<file path="config.mk">
export PLATFORM = sky130hd
export DESIGN_NAME = acc_exec_unit
export DESIGN_NICKNAME = d
export VERILOG_FILES = /design/src/rtl/acc_exec_pkg.sv /design/src/rtl/acc_exec_alu.sv /design/src/rtl/acc_exec_unit.sv
export SDC_FILE = /design/constraint.sdc
export NUM_CORES = 1
export LEC_CHECK = 0
export CAP_MARGIN = 10
export CORE_MARGIN = 1
export CORE_UTILIZATION = 60
export CTS_BUF_LIST = sky130_fd_sc_hd__clkbuf_2 sky130_fd_sc_hd__clkbuf_4 sky130_fd_sc_hd__clkbuf_8
export CTS_CLUSTER_DIAMETER = 60
export DETAILED_ROUTE_END_ITERATION = 8
export GPL_TIMING_DRIVEN = 0
export HOLD_SLACK_MARGIN = 0.08
export PLACE_DENSITY = 0.81
export SLEW_MARGIN = 20
export SYNTH_ARGS = -nofsm -noshare
export SYNTH_HDL_FRONTEND = slang
export SYNTH_SLANG_ARGS = --single-unit
export TNS_END_PERCENT = 1
</file>
<file path="constraint.sdc">
create_clock -name clk -period 6.2 [get_ports clk]
set_input_delay 1.24 -clock clk [delete_from_list [all_inputs] [get_ports clk]]
set_output_delay 1.24 -clock clk [all_outputs]
set_load 0.01 [all_outputs]
</file>
<file path="src/rtl/acc_exec_pkg.sv">
// acc_exec_pkg: opcode/modifier constants, FSM state type
// and instruction bundle shared by the accumulator unit.
package acc_exec_pkg;

   localparam logic [3:0] OPR_NOP = 4'h0;
   localparam logic [3:0] OPR_ADD = 4'h8;
   localparam logic [3:0] OPR_SUB = 4'h9;
   localparam logic [3:0] OPR_LD  = 4'hA;
   localparam logic [3:0] OPR_XCH = 4'hB;
   localparam logic [3:0] OPR_ACC = 4'hF;

   localparam logic [3:0] OPA_CLB = 4'h0;
   localparam logic [3:0] OPA_CLC = 4'h1;
   localparam logic [3:0] OPA_IAC = 4'h2;
   localparam logic [3:0] OPA_CMC = 4'h3;
   localparam logic [3:0] OPA_CMA = 4'h4;
   localparam logic [3:0] OPA_RAL = 4'h5;
   localparam logic [3:0] OPA_RAR = 4'h6;
   localparam logic [3:0] OPA_TCC = 4'h7;
   localparam logic [3:0] OPA_DAC = 4'h8;
   localparam logic [3:0] OPA_STC = 4'h9;

   typedef enum logic [1:0] {
      IDLE,
      READ,
      EXEC
   } state_t;

   typedef struct packed {
      logic [3:0] opr;
      logic [3:0] opa;
   } instr_t;

   function automatic logic is_reg_op(
      input logic [3:0] opr
   );
      return (opr == OPR_ADD) || (opr == OPR_SUB) ||
             (opr == OPR_LD)  || (opr == OPR_XCH);
   endfunction

   function automatic logic is_legal(
      input logic [3:0] opr,
      input logic [3:0] opa
   );
      return (opr == OPR_NOP) || is_reg_op(opr) ||
             ((opr == OPR_ACC) && (opa <= OPA_STC));
   endfunction

endpackage

</file>
<file path="src/rtl/acc_exec_alu.sv">
// acc_alu: combinational datapath producing next {carry,acc},
// register write value/enable and illegal flag for one op.
module acc_alu
   import acc_exec_pkg::*;
#(
   parameter int DATA_W = 4
) (
   input  logic [3:0]        opr,
   input  logic [3:0]        opa,
   input  logic [DATA_W-1:0] acc,
   input  logic              carry,
   input  logic [DATA_W-1:0] operand,
   output logic [DATA_W-1:0] acc_nxt,
   output logic              carry_nxt,
   output logic              reg_we,
   output logic [DATA_W-1:0] reg_wdata,
   output logic              illegal
);

   logic [DATA_W:0] sum;
   logic [DATA_W:0] acc_x;
   logic [DATA_W:0] opd_x;
   logic [DATA_W:0] cin_x;
   logic [DATA_W:0] bin_x;

   assign acc_x = {1'b0, acc};
   assign opd_x = {1'b0, operand};
   assign cin_x = {{DATA_W{1'b0}}, carry};
   assign bin_x = {{DATA_W{1'b0}}, ~carry};

   always_comb begin
      sum       = {carry, acc};
      reg_we    = 1'b0;
      reg_wdata = acc;
      illegal   = !is_legal(opr, opa);
      unique case (1'b1)
         (opr == OPR_ADD): sum = acc_x + opd_x + cin_x;
         (opr == OPR_SUB): sum = acc_x + {1'b0, ~operand} + bin_x;
         (opr == OPR_LD):  sum = {carry, operand};
         (opr == OPR_XCH): begin
            sum    = {carry, operand};
            reg_we = 1'b1;
         end
         (opr == OPR_ACC): begin
            unique case (opa)
               OPA_CLB: sum = '0;
               OPA_CLC: sum = {1'b0, acc};
               OPA_IAC: sum = acc_x + {{DATA_W{1'b0}}, 1'b1};
               OPA_CMC: sum = {~carry, acc};
               OPA_CMA: sum = {carry, ~acc};
               OPA_RAL: sum = {acc, carry};
               // rotate right through carry: lsb leaves into carry
               OPA_RAR: sum = {acc[0], carry, acc[DATA_W-1:1]};
               OPA_TCC: sum = cin_x;
               OPA_DAC: sum = acc_x + {1'b0, {DATA_W{1'b1}}};
               OPA_STC: sum = {1'b1, acc};
               default: sum = {carry, acc};
            endcase
         end
         default: sum = {carry, acc};
      endcase
   end

   assign acc_nxt   = sum[DATA_W-1:0];
   assign carry_nxt = sum[DATA_W];

endmodule

</file>
<file path="src/rtl/acc_exec_unit.sv">
// acc_exec_unit: 3-state accumulator executor with register file,
// host write port, retire counter and valid/ready instruction input.
module acc_exec_unit
   import acc_exec_pkg::*;
#(
   parameter int DATA_W = 4,
   parameter int NREG   = 16,
   parameter int CNT_W  = 8
) (
   input  logic                    clk,
   input  logic                    rst_n,
   input  logic                    instr_valid,
   input  logic [3:0]              opr,
   input  logic [3:0]              opa,
   output logic                    instr_ready,
   input  logic                    host_we,
   input  logic [$clog2(NREG)-1:0] host_addr,
   input  logic [DATA_W-1:0]       host_wdata,
   input  logic [$clog2(NREG)-1:0] rd_addr,
   output logic [DATA_W-1:0]       rd_data,
   output logic [DATA_W-1:0]       acc,
   output logic                    carry,
   output logic                    done,
   output logic                    illegal,
   output logic [CNT_W-1:0]        instr_count
);

   localparam int AW = $clog2(NREG);

   state_t state;
   state_t state_nxt;
   instr_t ir;

   logic [DATA_W-1:0] regs [NREG];
   logic [DATA_W-1:0] operand;
   logic [AW-1:0]     ridx;
   logic              accept;

   logic [DATA_W-1:0] acc_nxt;
   logic              carry_nxt;
   logic              reg_we;
   logic [DATA_W-1:0] reg_wdata;
   logic              alu_ill;
   logic              exec;
   logic              host_ok;

   assign instr_ready = (state == IDLE);
   assign accept      = instr_valid && instr_ready;
   assign ridx        = ir.opa[AW-1:0];
   assign exec        = (state == EXEC);
   assign host_ok     = host_we && (state == IDLE);
   assign rd_data     = regs[rd_addr];

   acc_alu #(
      .DATA_W (DATA_W)
   ) u_alu (
      .opr       (ir.opr),
      .opa       (ir.opa),
      .acc       (acc),
      .carry     (carry),
      .operand   (operand),
      .acc_nxt   (acc_nxt),
      .carry_nxt (carry_nxt),
      .reg_we    (reg_we),
      .reg_wdata (reg_wdata),
      .illegal   (alu_ill)
   );

   always_ff @(posedge clk or negedge rst_n) begin
      if (!rst_n) state <= IDLE;
      else        state <= state_nxt;
   end

   always_comb begin
      state_nxt = state;
      unique case (state)
         IDLE: begin
            if (accept)
               state_nxt = is_reg_op(opr) ? READ : EXEC;
         end
         READ:    state_nxt = EXEC;
         EXEC:    state_nxt = IDLE;
         default: state_nxt = IDLE;
      endcase
   end

   always_ff @(posedge clk or negedge rst_n) begin
      if (!rst_n) begin
         ir          <= '0;
         operand     <= '0;
         acc         <= '0;
         carry       <= 1'b0;
         done        <= 1'b0;
         illegal     <= 1'b0;
         instr_count <= '0;
      end else begin
         if (accept)
            ir <= '{opr: opr, opa: opa};
         if (state == READ)
            operand <= regs[ridx];
         // done/illegal land in the first IDLE cycle
         done    <= exec;
         illegal <= exec && alu_ill;
         if (exec && !alu_ill) begin
            acc         <= acc_nxt;
            carry       <= carry_nxt;
            instr_count <= instr_count + CNT_W'(1);
         end
      end
   end

   // host write and XCH write never collide: IDLE vs EXEC
   always_ff @(posedge clk or negedge rst_n) begin
      if (!rst_n) begin
         for (int i = 0; i < NREG; i++)
            regs[i] <= '0;
      end else begin
         if (host_ok)
            regs[host_addr] <= host_wdata;
         if (exec && reg_we && !alu_ill)
            regs[ridx] <= reg_wdata;
      end
   end

endmodule

</file>
==> results.py, run 1 <==
metrics = {
    "floorplan": {
        "ioPinCount": 44,
        "die_x_um": 103.3,
        "die_y_um": 103.3,
        "rows": 36,
        "die_area_sq_mm": 0.01066,
        "start_util_pct": 62.38,
        "core_sq_mm": 0.009864,
    },
    "clocking": {
        "cts.sinks": 93,
        "clock_latency_ns": 0.38,
        "cts_root_buffer": "clkbuf_8",
        "cts_hold_buf": 0,
        "post-cts-setup-buffers": 0,
        "cts_buffers": 9,
        "cts_max_level": 3,
        "cts_tree": "yes",
        "cts_buffer_depth": 2,
        "clkSlewWorstSetupHoldPaths_ns": 0.10,
        "ctsResizeCount": 0,
    },
    "global_route": {
        "overflow": 0,
        "grt_start_max_net_pins": 60,
        "grt_pass1_wl_um": 25710,
        "antenna_found_initial": 0,
        "grt_use_total_pct": 33.44,
        "grt_pass1_vias": 4840,
    },
    "worst_setup_path": {
        "cp_data_arrival_time_ns": 3.73,
        "cp.required_ns": 4.96,
        "crit_type": "in2out",
        "crit_path_cell_trace": "buf_1, clkbuf_1, mux4_2, mux4_2, clkdlybuf4s50_1",
        "crit_slowest_cell": "clkbuf_1",
        "cp-start-kind": "input port",
        "slowest_delay_ns": 0.58,
        "crit_fanout": 10,
        "worstPathBufferInverterCount": 3,
        "crit_top_cell": "mux4_2",
        "path_delay_family": "buffers and inverters",
        "cp-end-kind": "output pin",
    },
    "synthesis": {
        "yosys.area_share.xor_xnor_pct": 1.850,
        "synth_cells": 588,
        "synth-simple-area-share_pct": 14.70,
        "ys_warn_count": 0,
        "synth_top_family_by_area": "multiplexers",
        "syn-cell-area_sq_mm": 0.006153,
        "ys.flop_type": "dfrtp_1",
        "async_flop_share_pct": 100.0,
        "synth-seq-area-share_pct": 37.82,
        "syn_area_per_cell_sq_um": 10.46,
        "synth_nets": 624,
        "synth-compound-area-share_pct": 11.22,
        "synth_edf_count": 0,
        "synth_seq_cells": 93,
        "synthAdderAreaFrac_pct": 3.091,
        "synthDistinctLibCells": 59,
        "synth_mux_area_share_pct": 27.57,
    },
    "pwr": {
        "peakVddDrop_mv": 0.2108,
        "netSwitchingPower_uw": 1028,
        "power.internal_uw": 1546,
        "cellPowerDensity_mw_per_mm2": 371.1,
        "finalPower_uw": 2574,
        "combPwrFrac_pct": 46.0,
        "power_leakage_uw": 0.002727,
        "clockPowerShare_pct": 15.7,
        "pwr-share-seq_pct": 38.3,
        "swShare_pct": 39.94,
    },
    "route": {
        "wire_per_inst_um": 21.60,
        "ant_nets": 0,
        "drc": 0,
        "wl_met3_um": 1077,
        "wl_met2_um": 8102,
        "first_pass_iters": 6,
        "drt-met1-wl_um": 6816,
        "vias_per_cell": 6.582,
        "highest_layer": "met4",
        "routed_wl_um": 16780,
        "dr.first_iter.drc_count": 431,
        "num_vias": 5114,
    },
    "placed_design": {
        "place_inst": 761,
        "dp_hpwl_um": 12520,
        "place.gp.congestion": 0.9279,
        "portBuffers": 39,
    },
    "run_status": {
        "status": "complete, no violations",
    },
    "sta": {
        "hold_violations": 0,
        "setup_viol": 0,
        "slew_headroom_pct": 44.72,
        "finalCritPeriodShare_pct": 80.15,
        "final.setup_skew_ns": 0.008048,
        "setup_tns_ns": 0,
        "slew_violations": 0,
        "fmax_ghz": 0.2012,
        "finalCriticalPeriod_ns": 4.969,
        "rsz0062_at_grt": "no",
        "tightest_slew_ns": 0.8229,
    },
    "cells_and_area": {
        "antenna_cells": 0,
        "syn_to_final_growth_pct": 12.73,
        "fin_nets": 675,
        "final_cells": 777,
        "drive_above_1_share_pct": 11.80,
    },
    "flow_run": {
        "max-cap-violations": 0,
    },
    "worst_hold_path": {
        "hold_class": "reg2reg",
    },
}
## worst register-to-register path, stage by stage (launching register included)
cell and delay, ns:
dfrtp_1 0.61, clkbuf_1 0.55, xor2_1 0.15, ha_1 0.26
or3_1 0.32, a21oi_1 0.17, o221ai_1 0.15, a211oi_1 0.30
o31ai_1 0.12
## sequential cells by signal, indices dropped and copies added, names as in the netlist
| signal | cells |
|---|---|
| acc | 4 |
| carry | 1 |
| done | 1 |
| illegal | 1 |
| instr_count | 8 |
| ir | 4 |
| operand | 4 |
| regs | 64 |
| ridx | 4 |
| state | 2 |
## final timing paths
| path | start | endpoint | slack [ns] | cells past startpoint |
|---|---|---|---|---|
| setup / recovery | rd_addr[1] | rd_data[1] | 1.23 | 5 |
| hold / removal | instr_count[7] | instr_count[7] | 0.47 | 1 |
| setup reg to reg | acc[1] | carry | 3.45 | 8 |
| hold reg to reg | instr_count[7] | instr_count[7] | 0.47 | 1 |
| max in group asynchronous | rst_n | regs[36] | 4.86 | 2 |
| min in group asynchronous | rst_n | operand[1] | 0.74 | 1 |
## synth_stat cells (all sizes together) (9+ instances only)
cell type	instances	area [sq um]
nand2b	9	56.30
a21oi	19	106.4
nand3	9	45.04
nor2	35	133.9
inv	14	52.55
o21ai	73	365.4
nor2b	13	81.33
mux4	40	945.9
nand2	82	307.8
mux2i	66	660.6
clkbuf	21	78.83
buf	16	98.85
dfrtp	93	2327
## area by class of cell
class | count | area, sq um
Multi-Input combinational cell | 444 | 3596
Clock inverter | 5 | 46.29
Inverter | 14 | 52.55
Clock buffer | 11 | 151.4
Tap cell | 133 | 166.4
Sequential cell | 93 | 2327
Timing Repair Buffer | 40 | 419.2
Fill cell | 724 | 2928
Buffer | 37 | 177.7
## power by group through the flow
stage	Sequential (uW)	Clock (uW)	Combinational [uW]
6_report	985	405	1190
5_1_grt	1010	432	1280
4_1_cts	976	411	1170
3_5_place_dp	987	0	1160
3_3_place_gp	973	0	1120
2_1_floorplan	941	0	806
## through the flow
| stage | worst slack (ns) | instance area (sq um) | hold WS (ns) | utilization [%] |
|---|---|---|---|---|
| final | 1.231 | 6937 | 0.4739 | 70.32 |
| after detailed placement | 1.295 | 6739 | 0.4666 | 68.32 |
| after global placement | 0.4471 | 6710 | 0.4594 | 68.02 |
| after CTS | 1.275 | 6937 | 0.4795 | 70.32 |
| after floorplan | 2.184 | 6153 | 0.4678 | - |
| after global routing | 1.204 | 6937 | 0.4896 | 70.32 |
## routing by layer
metal / vias up / track usage, %
met5: - / 0
met3: 65 / 5.040
met2: 246 / 54.72
met4: 0 / 19.07
li1: 2251 / -
met1: 2552 / 42.95
## cells by family after synthesis
logic type | count (synthesis)
AO/OA/AOI/OAI | 119
XOR/XNOR | 13
adder cells (fa/ha/maj) | 13
buffers and inverters | 51
flip-flops | 93
multiplexers | 114
AND/OR/NAND/NOR | 185
## layout by cell type (no fill, tap or decap), types with 7 or more instances in the layout
cell	count
nand3_1	9
xnor2_1	7
inv_1	13
a21oi_1	18
nand2_1	82
ha_1	8
mux2_2	8
clkbuf_8	11
nor2_1	34
mux2i_1	66
mux4_1	12
nand2b_1	9
clkbuf_1	21
o21ai_0	34
o21ai_1	39
dfrtp_1	93
nor2b_1	13
buf_2	12
clkdlybuf4s50_1	38
mux4_2	28
No activity file was read; power rests on OpenSTA's default activity.
==> run 2, diff against run 1 <==
--- a/config.mk
+++ b/config.mk
@@ -7,13 +7,13 @@
 export LEC_CHECK = 0
 export CAP_MARGIN = 10
 export CORE_MARGIN = 1
-export CORE_UTILIZATION = 60
+export CORE_UTILIZATION = 56
 export CTS_BUF_LIST = sky130_fd_sc_hd__clkbuf_2 sky130_fd_sc_hd__clkbuf_4 sky130_fd_sc_hd__clkbuf_8
 export CTS_CLUSTER_DIAMETER = 60
 export DETAILED_ROUTE_END_ITERATION = 8
 export GPL_TIMING_DRIVEN = 0
 export HOLD_SLACK_MARGIN = 0.08
-export PLACE_DENSITY = 0.81
+export PLACE_DENSITY = 0.8
 export SLEW_MARGIN = 20
 export SYNTH_ARGS = -nofsm -noshare
 export SYNTH_HDL_FRONTEND = slang
==> constraint.sdc (replaced) <==
create_clock -name clk -period 4.2 [get_ports clk]
set_input_delay 0.84 -clock clk [delete_from_list [all_inputs] [get_ports clk]]
set_output_delay 0.84 -clock clk [all_outputs]
set_load 0.01 [all_outputs]
==> run 2 against run 1 <==
Sequential share of layout area is essentially flat. Setup slack lost 1.2 ns. Global-route usage shrank 2.5 points. Utilization down 4.3 points. Critical path depth stayed put. Critical path type unchanged. Critical endpoint is now rd_data[0].
==> results.py, run 2 (same netlist as run 1, synthesis figures left out) <==
metrics = {
    "run_status": {
        "status": "complete, no violations",
    },
    "sta": {
        "rsz0062_at_grt": "no",
        "setup_viol": 0,
        "finalCritPeriodShare_pct": 99.08,
        "hold_violations": 0,
        "fin_hold_ws_ns": 0.3024,
        "finalCriticalPeriod_ns": 4.162,
        "slew_violations": 0,
        "slew_headroom_pct": 53.02,
        "tightest_slew_ns": 0.7047,
        "fmax_ghz": 0.2403,
        "final.setup_skew_ns": 0.01338,
    },
    "cells_and_area": {
        "syn_to_final_growth_pct": 12.75,
        "top_register": "regs",
        "drive_above_1_share_pct": 11.80,
        "final_common_cell": "dfrtp_1",
        "antenna_cells": 0,
        "fin_nets": 675,
        "reg_top3": "regs: 64 flops, instr_count: 8 flops",
        "mostFrequentLayoutCells": "93 x dfrtp_1, 82 x nand2_1, 66 x mux2i_1, 39 x o21ai_1, 38 x clkdlybuf4s50_1",
        "largest_reg_flops": 64,
        "stdcell_area_sq_mm": 0.006938,
        "fillers": 811,
    },
    "clocking": {
        "cts_buffers": 9,
        "cts_buffer_depth": 2,
        "post-cts-setup-buffers": 0,
        "clock_latency_ns": 0.38,
        "cts_max_level": 3,
        "clkSlewWorstSetupHoldPaths_ns": 0.10,
        "cts.sinks": 93,
        "ctsResizeCount": 0,
        "cts_tree": "yes",
        "cts_hold_buf": 0,
        "cts_root_buffer": "clkbuf_8",
    },
    "route": {
        "num_vias": 5034,
        "drc": 0,
        "ant_nets": 0,
        "routed_wl_um": 16680,
        "dr.first_iter.drc_count": 615,
        "wire_per_inst_um": 21.39,
        "first_pass_iters": 5,
        "vias_per_cell": 6.454,
    },
    "global_route": {
        "grt.busiest_layer": "met2",
        "antenna_found_initial": 0,
        "grt_use_total_pct": 30.98,
        "overflow": 0,
        "use_met3_pct": 4.863,
        "met2_usage_pct": 51.06,
        "grt_pass1_vias": 5006,
        "grt_pass1_wl_um": 26580,
        "grt_start_max_net_pins": 69,
        "gr-usage-met1_pct": 40.80,
    },
    "floorplan": {
        "rows": 37,
        "core_sq_mm": 0.01051,
        "ioPinCount": 44,
        "die_x_um": 106.8,
        "start_util_pct": 58.55,
        "die_area_sq_mm": 0.01141,
        "die_y_um": 106.8,
    },
    "worst_hold_path": {
        "hold_class": "in2async",
    },
    "worst_setup_path": {
        "crit_path_cell_trace": "buf_1, clkbuf_1, mux4_2, mux4_2, clkdlybuf4s50_1",
        "cp-start-kind": "input port",
        "crit_type": "in2out",
        "crit_top_cell": "mux4_2",
        "cp_data_arrival_time_ns": 3.32,
        "cp.required_ns": 3.36,
        "worstPathBufferInverterCount": 3,
        "cp-end-kind": "output pin",
        "crit_fanout": 10,
        "path_delay_family": "buffers and inverters",
        "slowest_delay_ns": 0.60,
        "crit_slowest_cell": "clkbuf_1",
    },
    "placed_design": {
        "place.gp.congestion": 0.9592,
        "place_area_sq_mm": 0.006743,
        "portBuffers": 39,
        "dp_hpwl_um": 12360,
    },
    "pwr": {
        "peakVddDrop_mv": 0.4025,
        "cellPowerDensity_mw_per_mm2": 546.5,
        "power_leakage_uw": 0.002731,
    },
    "flow_run": {
        "max-cap-violations": 0,
    },
}
[run 2: cell types whose count changed in the layout (fill, tap and decap cells not counted)]
cell / before / now
clkinvlp_4: 1 / 0
clkbuf_4: 0 / 2
clkinv_8: 1 / 0
inv_8: 0 / 1
clkinv_2: 1 / 0
[run 2: layer usage]
metal  share of wire (%)  up-vias
met2                  48      289
li1                    -     2242
met4                 3.6        0
met1                  40     2455
met3                 8.6       48
met5                   0        -
[run 2: final cells by class]
type                       instances  area (sq um)  area share, %
buffer                            37         177.7          2.561
clock buffer                      13         166.4          2.399
clock inverter                     3         28.78         0.4148
inverter                          14         52.55         0.7574
multi-input combinational        444          3596          51.83
sequential                        93          2327          33.54
tap                              136         170.2          2.453
timing repair buffer              40         419.2          6.041
[run 2: per-stage QoR]
step | setup TNS (ns) | instances | util, % | total power (uW) | worst slack (ns)
2_1_floorplan | 0 | 588 | - | 2579 | 0.9842
3_3_place_gp | -103.81 | 763 | 63.89 | 3082 | -1.123
3_5_place_dp | 0 | 764 | 64.16 | 3167 | 0.1294
4_1_cts | 0 | 780 | 66.02 | 3762 | 0.1292
5_1_grt | 0 | 780 | 66.02 | 4003 | 0.05029
6_report | 0 | 780 | 66.02 | 3791 | 0.03846
[run 2: path summary, 6_finish.rpt]
kind / from / end / slack, ns / cells past startpoint
setup / recovery: rd_addr[1] / rd_data[0] / 0.04 / 5
hold / removal: rst_n / operand[2] / 0.30 / 1
setup reg to reg: acc[1] / carry / 1.47 / 8
hold reg to reg: instr_count[7] / instr_count[7] / 0.50 / 1
max in group asynchronous: rst_n / regs[46] / 3.29 / 2
min in group clk: instr_count[7] / instr_count[7] / 0.50 / 1
[run 2: where the power goes]
group          switching [uW]  total, uW  internal (uW)  leakage (uW)
combinational             882       1740            854       0.00158
clock                     332        599            268      0.000103
sequential                281       1460           1180       0.00105
total                    1490       3790           2300       0.00273
